==> src/rtl/divu_control.sv <==
// Sequential unsigned restoring divider: one quotient bit per clock, WIDTH iterations,
// start/done handshake matching the shift-add multiplier control.
module divu_control #(
    parameter int unsigned WIDTH = 32
) (
    input  logic             clk,
    input  logic             reset,
    input  logic             doDiv,
    input  logic [WIDTH-1:0] dividend,
    input  logic [WIDTH-1:0] divisor,
    output logic [WIDTH-1:0] quotient,
    output logic [WIDTH-1:0] remainder,
    output logic             busy,
    output logic             div_done,
    output logic             div_zero
);

    localparam int unsigned CntW = $clog2(WIDTH) + 1;

    typedef enum logic [1:0] {StIdle, StRun, StDone} state_e;

    state_e            state_q;
    logic [WIDTH-1:0]  q_q;
    logic [WIDTH-1:0]  d_q;
    logic [WIDTH-1:0]  r_q;
    logic [CntW-1:0]   cnt_q;

    logic [WIDTH-1:0]  r_shift;
    logic [WIDTH-1:0]  r_next;
    logic [WIDTH-1:0]  q_next;
    logic [WIDTH:0]    trial;
    logic              last_iter;

    // Extra top bit on the subtract acts as the borrow, so R' >= 2^(WIDTH-1) cannot overflow.
    always_comb begin
        r_shift = {r_q[WIDTH-2:0], q_q[WIDTH-1]};
        trial   = {1'b0, r_shift} - {1'b0, d_q};
        r_next  = r_shift;
        q_next  = {q_q[WIDTH-2:0], 1'b0};
        if (!trial[WIDTH]) begin
            r_next = trial[WIDTH-1:0];
            q_next = {q_q[WIDTH-2:0], 1'b1};
        end
    end

    assign last_iter = (cnt_q == CntW'(WIDTH - 1));

    always_ff @(posedge clk) begin
        if (reset) begin
            state_q   <= StIdle;
            q_q       <= '0;
            d_q       <= '0;
            r_q       <= '0;
            cnt_q     <= '0;
            quotient  <= '0;
            remainder <= '0;
            busy      <= 1'b0;
            div_done  <= 1'b0;
            div_zero  <= 1'b0;
        end else begin
            case (state_q)
                StIdle: begin
                    if (doDiv) begin
                        if (divisor == '0) begin
                            quotient  <= '1;
                            remainder <= dividend;
                            div_zero  <= 1'b1;
                            div_done  <= 1'b1;
                            state_q   <= StDone;
                        end else begin
                            q_q      <= dividend;
                            d_q      <= divisor;
                            r_q      <= '0;
                            cnt_q    <= '0;
                            div_zero <= 1'b0;
                            busy     <= 1'b1;
                            state_q  <= StRun;
                        end
                    end
                end
                StRun: begin
                    q_q   <= q_next;
                    r_q   <= r_next;
                    cnt_q <= cnt_q + 1'b1;
                    if (last_iter) begin
                        quotient  <= q_next;
                        remainder <= r_next;
                        busy      <= 1'b0;
                        div_done  <= 1'b1;
                        state_q   <= StDone;
                    end
                end
                StDone: begin
                    div_done <= 1'b0;
                    state_q  <= StIdle;
                end
                default: state_q <= StIdle;
            endcase
        end
    end

endmodule
==> config.mk <==
export PLATFORM = sky130hd
export DESIGN_NAME = divu_control
export DESIGN_NICKNAME = d
export VERILOG_FILES = /design/src/rtl/divu_control.sv
export SDC_FILE = /design/constraint.sdc
export NUM_CORES = 1
export LEC_CHECK = 0
export ABC_AREA = 1
export CAP_MARGIN = 20
export CORE_MARGIN = 3
export CORE_UTILIZATION = 50
export CTS_CLUSTER_SIZE = 40
export DETAILED_ROUTE_END_ITERATION = 7
export GPL_ROUTABILITY_DRIVEN = 0
export MAX_ROUTING_LAYER = met4
export PLACE_DENSITY = 0.77
export SLEW_MARGIN = 15
export SYNTH_ARGS = -nofsm -noshare
export SYNTH_HDL_FRONTEND = slang
export SYNTH_SLANG_ARGS = --single-unit
==> constraint.sdc <==
create_clock -name clk -period 2 [get_ports clk]
set_clock_uncertainty 0.15 [all_clocks]
set_input_delay 0.4 -clock clk [delete_from_list [all_inputs] [get_ports clk]]
set_output_delay 0.4 -clock clk [all_outputs]
set_load 0.005 [all_outputs]
==> results by group <==
Clock tree
  • H-Tree Depth: 4
  • Sink Count: 170
  • CTS root buffer: clkbuf_16
  • Clk Latency, worst-skew pair: 0.44 ns
  • Clock Path Buffers: 2
  • CTS tree: done
  • CTS Buf Count: 17
  • Hold-fix buffers at CTS: 0
  • Reg clk slew, reported paths: 0.07 ns

Critical path
  • Element type at the critical path end: flop
  • CP Max Fanout: 5
  • CP arrival: 2.72 ns
  • Worst setup path category: flop to flop
  • Worst Setup Start Kind: flop
  • Cells on worst reg2reg path: 16
  • Required @ worst endpoint: 2.24 ns

STA
  • Fin crit period: 2.48 ns
  • Part of the cycle the worst path needs: 124%
  • Slew at the pin with the worst max-slew slack: 0.472 ns
  • Max Clock Freq: 403 MHz
  • Count of final setup violators: 67
  • Fin. max-slew vios: 0
  • Final setup margin: -0.482 ns
  • Final Hold Viols: 0
  • RSZ-0062 raised after global routing: true
  • Max-slew headroom at the worst pin: 68.1%

GRT
  • Largest net degree at the start of global routing: 38
  • Antenna violations before repair: 0
  • Vias in the first global route: 10753
  • GRT Max-Usage Layer: met2
  • Met3 Usage GRT: 4.14%
  • Grt total ovfl: 0
  • GRT met1 Usage: 37.9%
  • Total Routing Usage GR: 29.7%
  • GR Util met2: 47.7%
  • Global-route wire length before repair: 51300 um

Run
  • Max-cap violations: 0

Placed design
  • DP Cell Count: 2176
  • Hpwl dp: 22400 um
  • DP Area: 13100 sq um
  • # port buffers: 133

Drt
  • First-pass DRT Iterations: 6
  • 1st-iter DRT viols: 1053
  • Final ANT Viol Nets: 0
  • # DRC: 0
  • DR WL/cell: 15.7 um
  • Post-Route WL: 35500 um
  • Via/cell ratio: 5.26
  • Vias: 11874

Die
  • Core Box Area: 19500 sq um
  • Chip width: 147 um
  • Initial Utilization: 51.2%
  • Io pins: 134
  • Die H: 147 um
  • FP Rows: 51
  • Die ar.: 21700 sq um

Synth
  • Post-synth EDFFs: 0
  • Most used DFF post-synth: dfxtp_1
  • Most common cell in the netlist: nand2_1
  • Syn Nets: 1744
  • Area of the mapped netlist: 9990 sq um
  • Synth area leaders: dfxtp_1, nand2_1, inv_1
  • Avg Cell Area, Syn: 6.09 sq um
  • Post-synthesis sequential area ratio: 34.1%
  • Synthesis Warnings: 0
  • Top cell type's share of synthesized area: 34.1%
  • Post-synth ARST share: 0%
  • Post-synthesis cell count: 1642
  • Yosys cell types: 32
  • Synth top cells by count: nand2_1, inv_1, nor2_1
  • Yosys top cell by area: dfxtp_1
  • Yosys reg bits: 170

Final layout
  • Synth-to-layout area growth: 51.1%
  • Share of post-route cells with drive strength above 1: 24.0%
  • Fill count: 1301
  • Layout Cells excl Fill: 2256
  • Reg area: 3410 sq um
  • Antenna diodes: 0
  • Nets: 2080
  • Fin area: 15100 sq um
  • Area of the multi-input gates: 5780 sq um

Hold path
  • HP Class: input port to flop
  • WHS Path Cells: 3

Power
  • PwrDens: 696 nW/um^2
  • Maximum VDD drop: 0.000633 V
  • Leakage: 8.12 nW

Outcome
  • Violated checks: setup timing
  • Status: finished, violations left
## path summary, 6_finish.rpt
path | startpoint | end | slack (ns)
worst max-delay path | q_q[31] | r_q[12] | -0.48
worst min-delay path | divisor[2] | d_q[2] | 0.09
worst max register to register | q_q[31] | r_q[12] | -0.48
worst min register to register | quotient[5] | quotient[5] | 0.32
## per-layer routing
metal	routed length [um]	vias up
met5	0	-
met4	1710	0
met3	3130	152
met2	16900	642
met1	13800	5397
li1	-	5683
## final cells by class
type	count	area share (%)
Multi-Input combinational cell	1079	38.3
Timing Repair Buffer	376	24.8
Sequential cell	170	22.6
Inverter	334	8.41
Clock buffer	18	2.91
Tap cell	265	2.20
Clock inverter	14	0.870
## through the flow
stage / setup TNS, ns / worst slack [ns] / util, % / hold WS, ns / total power [mW]
2_1_floorplan: -10.26 / -0.176 / - / 0.286 / 5.31
3_3_place_gp: -91.32 / -0.919 / 67.3 / 0.296 / 6.57
3_5_place_dp: -103.61 / -1.07 / 67.3 / 0.299 / 6.63
4_1_cts: -21.61 / -0.372 / 72.5 / 0.311 / 10.0
5_1_grt: -35.85 / -0.605 / 77.4 / 0.110 / 10.9
6_report: -27.30 / -0.482 / 77.4 / 0.0858 / 10.5
## cells by family after synthesis
| logic type | share of synthesized area [%] |
|---|---|
| AO/OA/AOI/OAI | 11.7 |
| XOR/XNOR | 1.40 |
| adder cells (fa/ha/maj) | 4.46 |
| buffers and inverters | 15.5 |
| flip-flops | 34.1 |
| AND/OR/NAND/NOR | 32.9 |
## sequential cells by signal, indices dropped and copies added, names as in the netlist
signal,cells
busy,1
cnt_q,6
d_q,32
div_done,1
div_zero,1
q_q,32
quotient,32
r_q,31
remainder,32
state_q,2
## power breakdown
part | internal (mW) | switching [mW] | leakage (nW)
combinational | 1.60 | 1.82 | 6.44
clock | 1.68 | 1.57 | 0.276
sequential | 3.68 | 0.165 | 1.40
## worst max-delay path: stages, from the launching register on
cell and delay, ns:
dfxtp_2 0.35, inv_2 0.05, ha_4 0.15, fa_2 0.39
nor2_4 0.12, o21ai_2 0.06, nand2_1 0.09, nand2_1 0.07
nand2_2 0.12, nand2_4 0.08, a21oi_4 0.23, buf_6 0.16
buf_12 0.14, nand2_4 0.06, nand3_2 0.07, nand2_1 0.06
inv_1 0.06
## layout by cell type, fill, tap and decap left out, drive strengths merged
| master | count |
|---|---|
| a21o | 2 |
| a21oi | 95 |
| and2 | 7 |
| buf | 233 |
| bufbuf | 1 |
| clkbuf | 27 |
| clkdlybuf4s50 | 108 |
| clkinv | 6 |
| clkinvlp | 3 |
| dfxtp | 170 |
| dlygate4sd2 | 1 |
| dlymetal6s2s | 24 |
| fa | 1 |
| ha | 34 |
| inv | 339 |
| nand2 | 455 |
| nand3 | 95 |
| nand4 | 13 |
| nor2 | 212 |
| nor3 | 13 |
| nor4 | 2 |
| o21ai | 130 |
| o21bai | 1 |
| o311ai | 1 |
| or2 | 2 |
| xnor2 | 1 |
| xor2 | 15 |
## timing repair
| action | 4_1_cts | 5_1_grt |
|---|---|---|
| endpoints found under the setup margin | 159 | 166 |
| cloned | 7 | 9 |
| gates resized for setup | 77 | 196 |
| buffers inserted | 12 | 24 |
| pin swaps | 13 | 40 |
Power figures use the tool's default switching activity.
